[config.mk]
export PLATFORM = sky130hd
export DESIGN_NAME = snoop_delay_engine
export DESIGN_NICKNAME = d
export VERILOG_FILES = /design/src/rtl/snoop_delay_engine.sv
export SDC_FILE = /design/constraint.sdc
export NUM_CORES = 2
export LEC_CHECK = 0
export BUFFER_PORTS_ARGS = -buffer_cell sky130_fd_sc_hd__buf_2
export CAP_MARGIN = 20
export CORE_AREA = 3 3 297 299
export CTS_CLUSTER_DIAMETER = 60
export CTS_CLUSTER_SIZE = 25
export DETAILED_ROUTE_END_ITERATION = 8
export DIE_AREA = 0 0 300 302
export PLACE_DENSITY = 0.72
export SLEW_MARGIN = 15
export SYNTH_ARGS = -nofsm -noshare
export SYNTH_HDL_FRONTEND = slang
export SYNTH_SLANG_ARGS = --single-unit
export TNS_END_PERCENT = 10
[constraint.sdc]
create_clock -name ace_aclk -period 7.7 [get_ports ace_aclk]
set_clock_uncertainty 0.15 [all_clocks]
set_input_delay 0.77 -clock ace_aclk [delete_from_list [all_inputs] [get_ports ace_aclk]]
set_output_delay 0.77 -clock ace_aclk [all_outputs]
set_load 0.01 [all_outputs]
[src/rtl/snoop_delay_engine.sv]
// snoop_delay_engine
//   Accepts one ACE snoop at a time and classifies it against NUM_FILTERS
//   address/ACSNOOP filter slots. It then drives CRRESP and a CD_BEATS-beat
//   CD burst. On a hit it inserts i_delay idle cycles before CRVALID
//   (target 0), before the first CDVALID (target 1) or before CDLAST (target 2).
//   Arming modes: one-shot, continuous and counted.
//
// Ports
//   ace_aclk, ace_areset           clock, synchronous active-high reset
//   i_enable                       arm request (rising edge arms, low disarms)
//   i_mode, i_target, i_delay      arming mode, delay target, delay length
//   i_shot_count                   shots for counted mode
//   i_flt_*                        per-slot enable, ACSNOOP compare, range
//   i_snoop_valid/o_snoop_ready    snoop handshake with i_acaddr, i_acsnoop,
//                                  i_crresp, i_has_data, i_cddata
//   o_crvalid/i_crready, o_crresp  CR channel
//   o_cdvalid/i_cdready, o_cddata, o_cdlast   CD channel
//   o_state, o_armed, o_done, o_shots_left    status
//
// Optional feature macro: SNOOP_DELAY_STATS_EN adds the saturating
// o_hit_count / o_miss_count statistics outputs.
module snoop_delay_engine #(
  parameter int unsigned ADDR_WIDTH  = 44,
  parameter int unsigned DATA_WIDTH  = 128,
  parameter int unsigned DELAY_WIDTH = 32,
  parameter int unsigned NUM_FILTERS = 4,
  parameter int unsigned CD_BEATS    = 4
) (
  input  logic                              ace_aclk,
  input  logic                              ace_areset,
  input  logic                              i_enable,
  input  logic [1:0]                        i_mode,
  input  logic [1:0]                        i_target,
  input  logic [DELAY_WIDTH-1:0]            i_delay,
  input  logic [15:0]                       i_shot_count,
  input  logic [NUM_FILTERS-1:0]            i_flt_en,
  input  logic [NUM_FILTERS-1:0]            i_flt_snp_en,
  input  logic [4*NUM_FILTERS-1:0]          i_flt_acsnoop,
  input  logic [ADDR_WIDTH*NUM_FILTERS-1:0] i_flt_base,
  input  logic [ADDR_WIDTH*NUM_FILTERS-1:0] i_flt_size,
  input  logic                              i_snoop_valid,
  output logic                              o_snoop_ready,
  input  logic [ADDR_WIDTH-1:0]             i_acaddr,
  input  logic [3:0]                        i_acsnoop,
  input  logic [4:0]                        i_crresp,
  input  logic                              i_has_data,
  input  logic [DATA_WIDTH-1:0]             i_cddata,
  output logic                              o_crvalid,
  input  logic                              i_crready,
  output logic [4:0]                        o_crresp,
  output logic                              o_cdvalid,
  input  logic                              i_cdready,
  output logic [DATA_WIDTH-1:0]             o_cddata,
  output logic                              o_cdlast,
  output logic [2:0]                        o_state,
  output logic                              o_armed,
  output logic                              o_done,
  output logic [15:0]                       o_shots_left
`ifdef SNOOP_DELAY_STATS_EN
  ,
  output logic [31:0]                       o_hit_count,
  output logic [31:0]                       o_miss_count
`endif
);

  localparam int unsigned BW = (CD_BEATS > 1) ? $clog2(CD_BEATS) : 1;
  localparam logic [BW-1:0] LAST_BEAT = BW'(CD_BEATS - 1);

  typedef enum logic [2:0] {
    S_IDLE   = 3'd0,
    S_FILTER = 3'd1,
    S_DELAY  = 3'd2,
    S_CR     = 3'd3,
    S_CD     = 3'd4,
    S_END    = 3'd5
  } state_t;

  state_t state, state_n;

  logic [ADDR_WIDTH-1:0]  addr_l;
  logic [3:0]             snp_l;
  logic [4:0]             crresp_l;
  logic                   has_data_l;
  logic [DATA_WIDTH-1:0]  cddata_l;
  logic                   hit_l;
  logic [1:0]             tgt_l;
  logic [DELAY_WIDTH-1:0] delay_l;
  logic [DELAY_WIDTH-1:0] cnt, cnt_n;
  logic [BW-1:0]          beat, beat_n;
  logic                   enable_q;
  logic [1:0]             mode_l;
  logic                   arm_edge;
  logic                   any_match;
  logic                   hit_c;
  logic                   delay_at_beat0;
  logic [ADDR_WIDTH-1:0]  base_k, size_k;
  logic [ADDR_WIDTH:0]    lo_k, hi_k, addr_x;

  assign arm_edge = i_enable && !enable_q;
  assign o_state  = state;

  // Range compare is one bit wider than the address so base+size never wraps.
  always_comb begin
    any_match = 1'b0;
    base_k    = '0;
    size_k    = '0;
    lo_k      = '0;
    hi_k      = '0;
    addr_x    = {1'b0, addr_l};
    for (int unsigned k = 0; k < NUM_FILTERS; k++) begin
      base_k = i_flt_base[k*ADDR_WIDTH +: ADDR_WIDTH];
      size_k = i_flt_size[k*ADDR_WIDTH +: ADDR_WIDTH];
      lo_k   = {1'b0, base_k};
      hi_k   = {1'b0, base_k} + {1'b0, size_k};
      if (i_flt_en[k] &&
          (!i_flt_snp_en[k] || (snp_l == i_flt_acsnoop[k*4 +: 4])) &&
          ((size_k == '0) || ((addr_x >= lo_k) && (addr_x < hi_k))))
        any_match = 1'b1;
    end
    hit_c = o_armed && (any_match || (i_flt_en == '0)) && (i_target != 2'd3);
  end

  // With a single beat, targets 1 and 2 both delay beat 0, entered from CR.
  assign delay_at_beat0 = hit_l && (delay_l != '0) &&
                          ((tgt_l == 2'd1) || ((tgt_l == 2'd2) && (CD_BEATS == 1)));

  always_ff @(posedge ace_aclk) begin
    if (ace_areset) state <= S_IDLE;
    else            state <= state_n;
  end

  always_comb begin
    state_n = state;
    cnt_n   = cnt;
    beat_n  = beat;
    case (state)
      S_IDLE: begin
        if (i_snoop_valid && o_snoop_ready) state_n = S_FILTER;
      end
      S_FILTER: begin
        beat_n = '0;
        if (hit_c && (i_target == 2'd0) && (i_delay != '0)) begin
          state_n = S_DELAY;
          cnt_n   = i_delay - DELAY_WIDTH'(1);
        end else begin
          state_n = S_CR;
        end
      end
      S_DELAY: begin
        if (cnt == '0) state_n = (tgt_l == 2'd0) ? S_CR : S_CD;
        else           cnt_n   = cnt - DELAY_WIDTH'(1);
      end
      S_CR: begin
        if (i_crready) begin
          if (!has_data_l) begin
            state_n = S_END;
          end else if (delay_at_beat0) begin
            state_n = S_DELAY;
            cnt_n   = delay_l - DELAY_WIDTH'(1);
          end else begin
            state_n = S_CD;
          end
        end
      end
      S_CD: begin
        if (i_cdready) begin
          if (beat == LAST_BEAT) begin
            state_n = S_END;
          end else begin
            beat_n = beat + BW'(1);
            if (hit_l && (tgt_l == 2'd2) && (delay_l != '0) &&
                (beat + BW'(1) == LAST_BEAT)) begin
              state_n = S_DELAY;
              cnt_n   = delay_l - DELAY_WIDTH'(1);
            end
          end
        end
      end
      S_END:   state_n = S_IDLE;
      default: state_n = S_IDLE;
    endcase
  end

  always_ff @(posedge ace_aclk) begin
    if (ace_areset) begin
      addr_l        <= '0;
      snp_l         <= '0;
      crresp_l      <= '0;
      has_data_l    <= 1'b0;
      cddata_l      <= '0;
      hit_l         <= 1'b0;
      tgt_l         <= '0;
      delay_l       <= '0;
      cnt           <= '0;
      beat          <= '0;
      enable_q      <= 1'b0;
      mode_l        <= '0;
      o_armed       <= 1'b0;
      o_shots_left  <= '0;
      o_snoop_ready <= 1'b0;
      o_crvalid     <= 1'b0;
      o_crresp      <= '0;
      o_cdvalid     <= 1'b0;
      o_cddata      <= '0;
      o_cdlast      <= 1'b0;
      o_done        <= 1'b0;
    end else begin
      cnt      <= cnt_n;
      beat     <= beat_n;
      enable_q <= i_enable;
      if ((state == S_IDLE) && i_snoop_valid && o_snoop_ready) begin
        addr_l     <= i_acaddr;
        snp_l      <= i_acsnoop;
        crresp_l   <= i_crresp;
        has_data_l <= i_has_data;
        cddata_l   <= i_cddata;
      end
      if (state == S_FILTER) begin
        hit_l   <= hit_c;
        tgt_l   <= i_target;
        delay_l <= i_delay;
      end
      // Outputs are registered from the next state so they line up with it.
      o_snoop_ready <= (state_n == S_IDLE);
      o_crvalid     <= (state_n == S_CR);
      o_crresp      <= (state_n == S_CR) ? crresp_l : '0;
      o_cdvalid     <= (state_n == S_CD);
      o_cddata      <= (state_n == S_CD) ? cddata_l : '0;
      o_cdlast      <= (state_n == S_CD) && (beat_n == LAST_BEAT);
      o_done        <= (state_n == S_END);
      // An arming edge takes priority over a same-cycle END disarm.
      if (!i_enable) begin
        o_armed <= 1'b0;
      end else if (arm_edge) begin
        o_armed      <= !((i_mode == 2'd2) && (i_shot_count == '0));
        o_shots_left <= i_shot_count;
        mode_l       <= i_mode;
      end else if ((state == S_END) && hit_l) begin
        if (mode_l == 2'd0) begin
          o_armed <= 1'b0;
        end else if ((mode_l == 2'd2) && (o_shots_left != '0)) begin
          o_shots_left <= o_shots_left - 16'd1;
          if (o_shots_left == 16'd1) o_armed <= 1'b0;
        end
      end
    end
  end

`ifdef SNOOP_DELAY_STATS_EN
  always_ff @(posedge ace_aclk) begin
    if (ace_areset || arm_edge) begin
      o_hit_count  <= '0;
      o_miss_count <= '0;
    end else if (state == S_FILTER) begin
      if (hit_c) begin
        if (o_hit_count != '1) o_hit_count <= o_hit_count + 32'd1;
      end else begin
        if (o_miss_count != '1) o_miss_count <= o_miss_count + 32'd1;
      end
    end
  end
`else
  // Statistics counters are not built in this configuration.
`endif

endmodule

Word level (Yosys, flattened, before mapping)

Cells that the tools add are included.

Register bits after elaboration: 412
Input port bits: 616
Output and inout port bits: 158
Logic and storage cells: 179

$add $sub $neg: 9
Magnitude comparators: 8
Eq/ne operators: 30
Multiplexer cells: 36
Bitwise gates (word level): 3
Reduce and logical (&&, ||, !) cells: 71

Operators by type and width:

| operator                                                              | number |
|---|---|
| 32-bit two-way mux                                                    | 8 |
| 44-bit by 44-bit adder with 45-bit output                             | 4 |
| 44-bit by 45-bit less-than comparator with 1-bit output               | 4 |
| 44-bit greater-or-equal comparator                                    | 4 |
| 44-bit zero test                                                      | 4 |
| 32-bit case mux with 4 select lines                                   | 1 |
| 32-bit by 1-bit subtractor with 32-bit output (second input constant) | 3 |
| 16-bit two-way mux                                                    | 4 |
| 32-bit nonzero test                                                   | 2 |
| 32-bit zero test                                                      | 1 |
| 1-bit logical AND                                                     | 29 |
| 3-bit two-way mux                                                     | 9 |
| 2-bit inequality test (second input constant)                         | 10 |
| 16-bit by 1-bit == test with 1-bit output (second input constant)     | 1 |
| 4-bit == test                                                         | 4 |
| 16-bit zero test                                                      | 1 |
| 16-bit nonzero test                                                   | 1 |
| 16-bit by 1-bit subtractor with 16-bit output (second input constant) | 1 |
| 3-bit case mux with 5 select lines                                    | 1 |
| 2-bit == test (second input constant)                                 | 6 |
| 3-bit == test (second input constant)                                 | 4 |
| 1-bit two-way mux                                                     | 10 |
| 3-bit by 2-bit == test with 1-bit output (second input constant)      | 3 |
| 1-bit logical OR                                                      | 9 |
| other kinds (18)                                                      | 33 |

Logic depth before layout (Yosys ltp)

Depth after elaboration: 19
Depth in mapped cells: 26

Worst setup path after synthesis

OpenSTA, ideal clock, no wires.

Kind: input-to-reg
Start: input i_flt_base[137]
End: register o_cddata[0]
Setup time: 59 ps
Arrival time: 6100 ps
Data required time: 7491 ps
Path slack: 1391 ps
Stages: 22
Path buffers: 2
Cell sequence: ha_1 a2111o_1 o21ai_0 a211oi_1 o31ai_1 a21oi_1 o41ai_1 o22ai_1 a211oi_1 xor2_1 ha_1 a2111oi_0 o21ai_0 or3_1 nor3_1 o21ai_0 a31o_2 a31o_2 a31oi_1 clkbuf_1 clkbuf_1 and2_1

Cells in the longest elaborated chain, start to end: 16

Ends and longest elaborated chain:

| what                                                    | line | RTL |
|---|---|---|
| start: declaration                                      | 39   | `input logic [ADDR_WIDTH*NUM_FILTERS-1:0] i_flt_base,` |
| 44-bit by 44-bit adder with 45-bit output               | 114  | `hi_k = {1'b0, base_k} + {1'b0, size_k};` |
| 44-bit by 45-bit less-than comparator with 1-bit output | 117  | `((size_k == '0) \|\| ((addr_x >= lo_k) && (addr_x < hi_k))))` |
| 1-bit logical AND *                                     | 117  |  |
| 1-bit logical OR *                                      | 117  |  |
| 1-bit logical AND *                                     | 116  | `(!i_flt_snp_en[k] \|\| (snp_l == i_flt_acsnoop[k*4 +: 4])) &&` |
| 1-bit two-way mux *                                     | 115  | `if (i_flt_en[k] &&` |
| 1-bit logical OR *                                      | 120  | `hit_c = o_armed && (any_match \|\| (i_flt_en == '0)) && (i_target != 2'd3);` |
| 1-bit logical AND * (2 in a row)                        | 120  |  |
| 1-bit logical AND * (2 in a row)                        | 142  | `if (hit_c && (i_target == 2'd0) && (i_delay != '0)) begin` |
| 1-bit two-way mux *                                     | 142  |  |
| 3-bit case mux with 5 select lines *                    | 136  | `case (state)` |
| 3-bit == test *                                         | 228  | `o_cddata <= (state_n == S_CD) ? cddata_l : '0;` |
| 1-bit inverter (no source line) *                       | -    |  |
| 2-bit OR reduction (no source line) *                   | -    |  |
| end signal: assignment                                  | 228  |  |
| end: declaration                                        | 53   | `output logic [DATA_WIDTH-1:0] o_cddata,` |

Mark *: on every way between the ends. The rest lies on a longest branch, timed or not.
A chain may end at the register's enable or synchronous reset.

Final worst setup path

Start: input i_flt_base[89]
End: register o_cddata[68]

Cells in the longest elaborated chain, start to end: 17

Ends and longest elaborated chain:

| what                                                    | line |
|---|---|
| 44-bit by 44-bit adder with 45-bit output               | 114 |
| 44-bit by 45-bit less-than comparator with 1-bit output | 117 |
| 1-bit logical AND *                                     | 117 |
| 1-bit logical OR *                                      | 117 |
| 1-bit logical AND *                                     | 116 |
| 1-bit two-way mux * (2 in a row)                        | 115 |
| 1-bit logical OR *                                      | 120 |
| 1-bit logical AND * (2 in a row)                        | 120 |
| 1-bit logical AND * (2 in a row)                        | 142 |
| 1-bit two-way mux *                                     | 142 |
| 3-bit case mux with 5 select lines *                    | 136 |
| 3-bit == test *                                         | 228 |
| 1-bit inverter (no source line) *                       | - |
| 2-bit OR reduction (no source line) *                   | - |

Marks and branches as above.

==> reports/qor.yml <==
power_and_ir_drop:
  p_clk_share_pct: 26.5
  p_total_mw: 8.35
  swShare_pct: 41.4
  p_per_area_nw_per_um2: 210
  power.sequential.fraction_pct: 33.1
  p_switching_mw: 3.45
  cellLeakagePower_nw: 19.0
  ir_drop_mv: 0.234
  p_int_mw: 4.89
  p_comb_share_pct: 40.3
grt:
  overflow: 0
  grt_pass1_wl_um: 204000
  grt_max_degree: 183
  grt_usage_pct: 29.4
  antenna_found_initial: 73
  first_global_vias: 32811
route:
  ant_nets: 0
  drt_first_pass_iters: 7
  drtIter0Drc: 3046
  drc: 0
  vias: 34914
  drt_wl_total_um: 141000
  routedWlPerCell_um: 22.8
  vias_per_cell: 5.67
synth:
  synth_fp_nets: 5380
  synth-xor-area-share_pct: 5.47
  synth.avg_cell_area_um2: 7.79
  synth_seq_cells: 412
  syn_area_um2: 33000
  ys.warnings.count: 0
  synthSimpleGateAreaFrac_pct: 22.1
  synth_async_sr_flop_share_pct: 0
  syn_inst: 4233
  synth_cell_types: 84
  synth_compound_area_share_pct: 22.7
  post_synth_mux_area_share_pct: 0
  ys_seq_area_share_pct: 25.0
  yosys.area_share.adder_pct: 20.2
  synth_edf_count: 0
  ys_dominant_reg_cell: "dfxtp_1"
  synth_top_family_by_area: "compound AO/OA/AOI/OAI gates"
run:
  cap_violations: 0
sta:
  setup_tns_ns: 0
  finalSetupViolCount: 0
  slew_violations: 0
  max_freq_mhz: 142
  fin_crit_ns: 7.03
  timing.hold.ws_ns: 0.213
  timing.final.crit_share_pct: 91.3
  finalHoldViolations: 0
  worst_slew_pin_slew_ns: 1.07
  rsz0062_at_grt: "false"
  maxSlewHeadroom_pct: 27.7
finish:
  drive_above_1_share_pct: 18.9
  layout.nets: 6085
  area_growth_pct: 20.5
  final_area_um2: 39700
  stdcell_count: 6163
  fill_cells: 8734
setup_path:
  path_buf_inv: 2
  cp.arrival_ns: 7.36
  startpoint_type: "primary input"
  path_cells: "buf_2 -> ha_1 -> a211oi_1 -> o21ai_0 -> a311o_1 -> a31oi_1 -> o211ai_1 -> a41o_1 -> a21oi_1 -> o21ai_0 -> a21oi_1 -> xor2_1 -> ha_1 -> nand4_1 -> nor4_1 -> o211ai_1 -> a211oi_1 -> o21ai_0 -> a211o_1 -> a21oi_1 -> or3_1 -> a31oi_4 -> buf_12 -> and2_1"
  regToRegEndpoint: "o_cddata[68]"
  cp.required_ns: 8.03
  path_class: "primary input to flip-flop"
  worstPathMaxFanout: 49
  crit_family: "compound AO/OA/AOI/OAI gates"
  regToRegSetupSlack_ns: 2.92
  ff2ff_path_depth: 12
  slowest_stage: "a211oi_1"
  rr_startpoint: "addr_l[23]"
  endpoint_kind: "flip-flop"
  cpPeakStageDelay_ns: 0.58
hold_path:
  holdPathEnd: "cddata_l[18]"
  min_from: "i_cddata[18]"
  hold_class: "primary input to flip-flop"
  hold-path-cell-count: 3
place:
  io_buffers: 773
  place_area_um2: 38100
  gp_congestion: 1.04
  dp.cells: 6039
  dp_hpwl_um: 116000
floorplanning:
  core_area_um2: 85400
  num_rows: 107
  ios: 774
  die_height_um: 302
  die_width_um: 300
  dieArea_um2: 90600
  start_util_pct: 38.6
clock_tree:
  post_cts_resized: 0
  clockBufferDepth: 3
  clk_pin_slew_worst_paths_ns: 0.09
  clock_latency_ns: 0.62
  postCtsSetupBuffers: 0
  holdBufCountCts: 0
  cts_htree_levels: 2
  cts.sinks: 412
  tritoncts: "done"
  cts_inserted_buffers: 41
  root_buffer: "clkbuf_16"
status:
  status: "completed"
-- per-stage QoR --
stage | worst slack, ns | utilization (%)
final | 0.671 | 46.5
after CTS | 0.817 | 46.4
after floorplan | 1.39 | -
after detailed placement | 0.245 | 44.6
after global routing | 0.186 | 46.4
after global placement | 0.235 | 44.6
-- layer usage --
| metal | vias up | share of wire, % | global-route usage (%) |
|---|---|---|---|
| li1 | 16759 | - | - |
| met2 | 1480 | 44 | 46.6 |
| met4 | 34 | 5.1 | 13.4 |
| met3 | 357 | 9.3 | 7.26 |
| met1 | 16284 | 42 | 37.5 |
| met5 | - | 0.17 | 0 |
-- synthesized netlist by cell type, types with 24 or more instances --
cell type | number | area share [%]
a211oi_1 | 81 | 1.8
o211ai_1 | 28 | 0.64
nor3_1 | 101 | 1.5
nor4_1 | 106 | 2.0
nand2_1 | 615 | 7.0
nor2_1 | 187 | 2.1
nand4_1 | 96 | 1.8
xor2_1 | 103 | 2.7
o22ai_1 | 33 | 0.63
a21o_1 | 156 | 3.6
o21a_1 | 33 | 0.75
dfxtp_1 | 412 | 25
ha_1 | 527 | 20
a31oi_1 | 24 | 0.46
a21oi_1 | 489 | 7.4
clkbuf_1 | 135 | 1.5
o21ai_0 | 176 | 2.7
nor2b_1 | 43 | 0.82
xnor2_1 | 103 | 2.7
nand3_1 | 73 | 1.1
and2_1 | 145 | 2.8
o21bai_1 | 36 | 0.82
nand2b_1 | 40 | 0.76
inv_1 | 242 | 2.8
-- sequential cells by signal, summed over array words and instances, names as in the netlist, 2 cells and up --
register and cells:
cddata_l 128, o_cddata 128, addr_l 44, cnt 32, delay_l 32, o_shots_left 16, crresp_l 5, o_crresp 5
snp_l 4, o_state 3, beat 2, mode_l 2, tgt_l 2
-- how the worst max path moves through the flow --
stage               cells after the start             from  slack (ns)            end
floorplan                              22  i_flt_base[137]        1.39    o_cddata[0]
global placement                       24   i_flt_base[89]        0.23   o_cddata[65]
detailed placement                     24   i_flt_base[89]        0.25   o_cddata[66]
CTS                                    24   i_flt_base[89]        0.82   o_cddata[68]
global route                           25  i_flt_base[132]        0.19  o_cddata[111]
finish                                 24   i_flt_base[89]        0.67   o_cddata[68]
-- worst register-to-register path, delay by kind of cell (launching register included) --
kind	cells	cell delay [ns]
buffers and inverters	1	0.26
adder cells (fa/ha/maj)	1	0.29
flip-flops	1	0.85
AO/OA/AOI/OAI	6	2.03
AND/OR/NAND/NOR	4	1.10
-- cell type report --
type,instances,area (um^2),area share [%]
antenna,50,125,0.315
clock buffer,44,1050,2.64
clock inverter,30,469,1.18
inverter,243,912,2.30
multi-input combinational,3432,23300,58.6
sequential,412,8250,20.8
tap,1144,1430,3.60
timing repair buffer,808,4200,10.6
-- cell usage in the layout, fill, tap and decap left out, drive strengths merged, types with 96 or more instances in the layout --
cell type,synthesis,final
a21o,156,156
a21oi,489,489
and2,145,145
buf,11,807
dfxtp,412,412
ha,527,527
inv,242,256
nand2,616,616
nand4,96,96
nor2,188,188
nor3,103,103
nor4,111,111
o21ai,176,176
xnor2,103,103
xor2,103,103
-- cells by family (layout without fill, tap and decap cells) --
kind of cell    count (synthesis)  after routing
other cells                     0             50
compound gates               1197           1197
flops                         412            412
fa+ha+maj                     531            531
buf+inv                       389           1125
simple gates                 1498           1498
xor+xnor                      206            206
-- power by group through the flow --
stage                     Clock, mW  Sequential, mW  Combinational, mW
after CTS                      2.26            2.75               3.32
after global routing           2.34            2.79               3.75
after detailed placement          0            2.80               3.30
after global placement            0            2.80               3.24
after floorplan                   0            2.63               2.33
final                          2.22            2.76               3.37
Power figures use the tool's default switching activity.
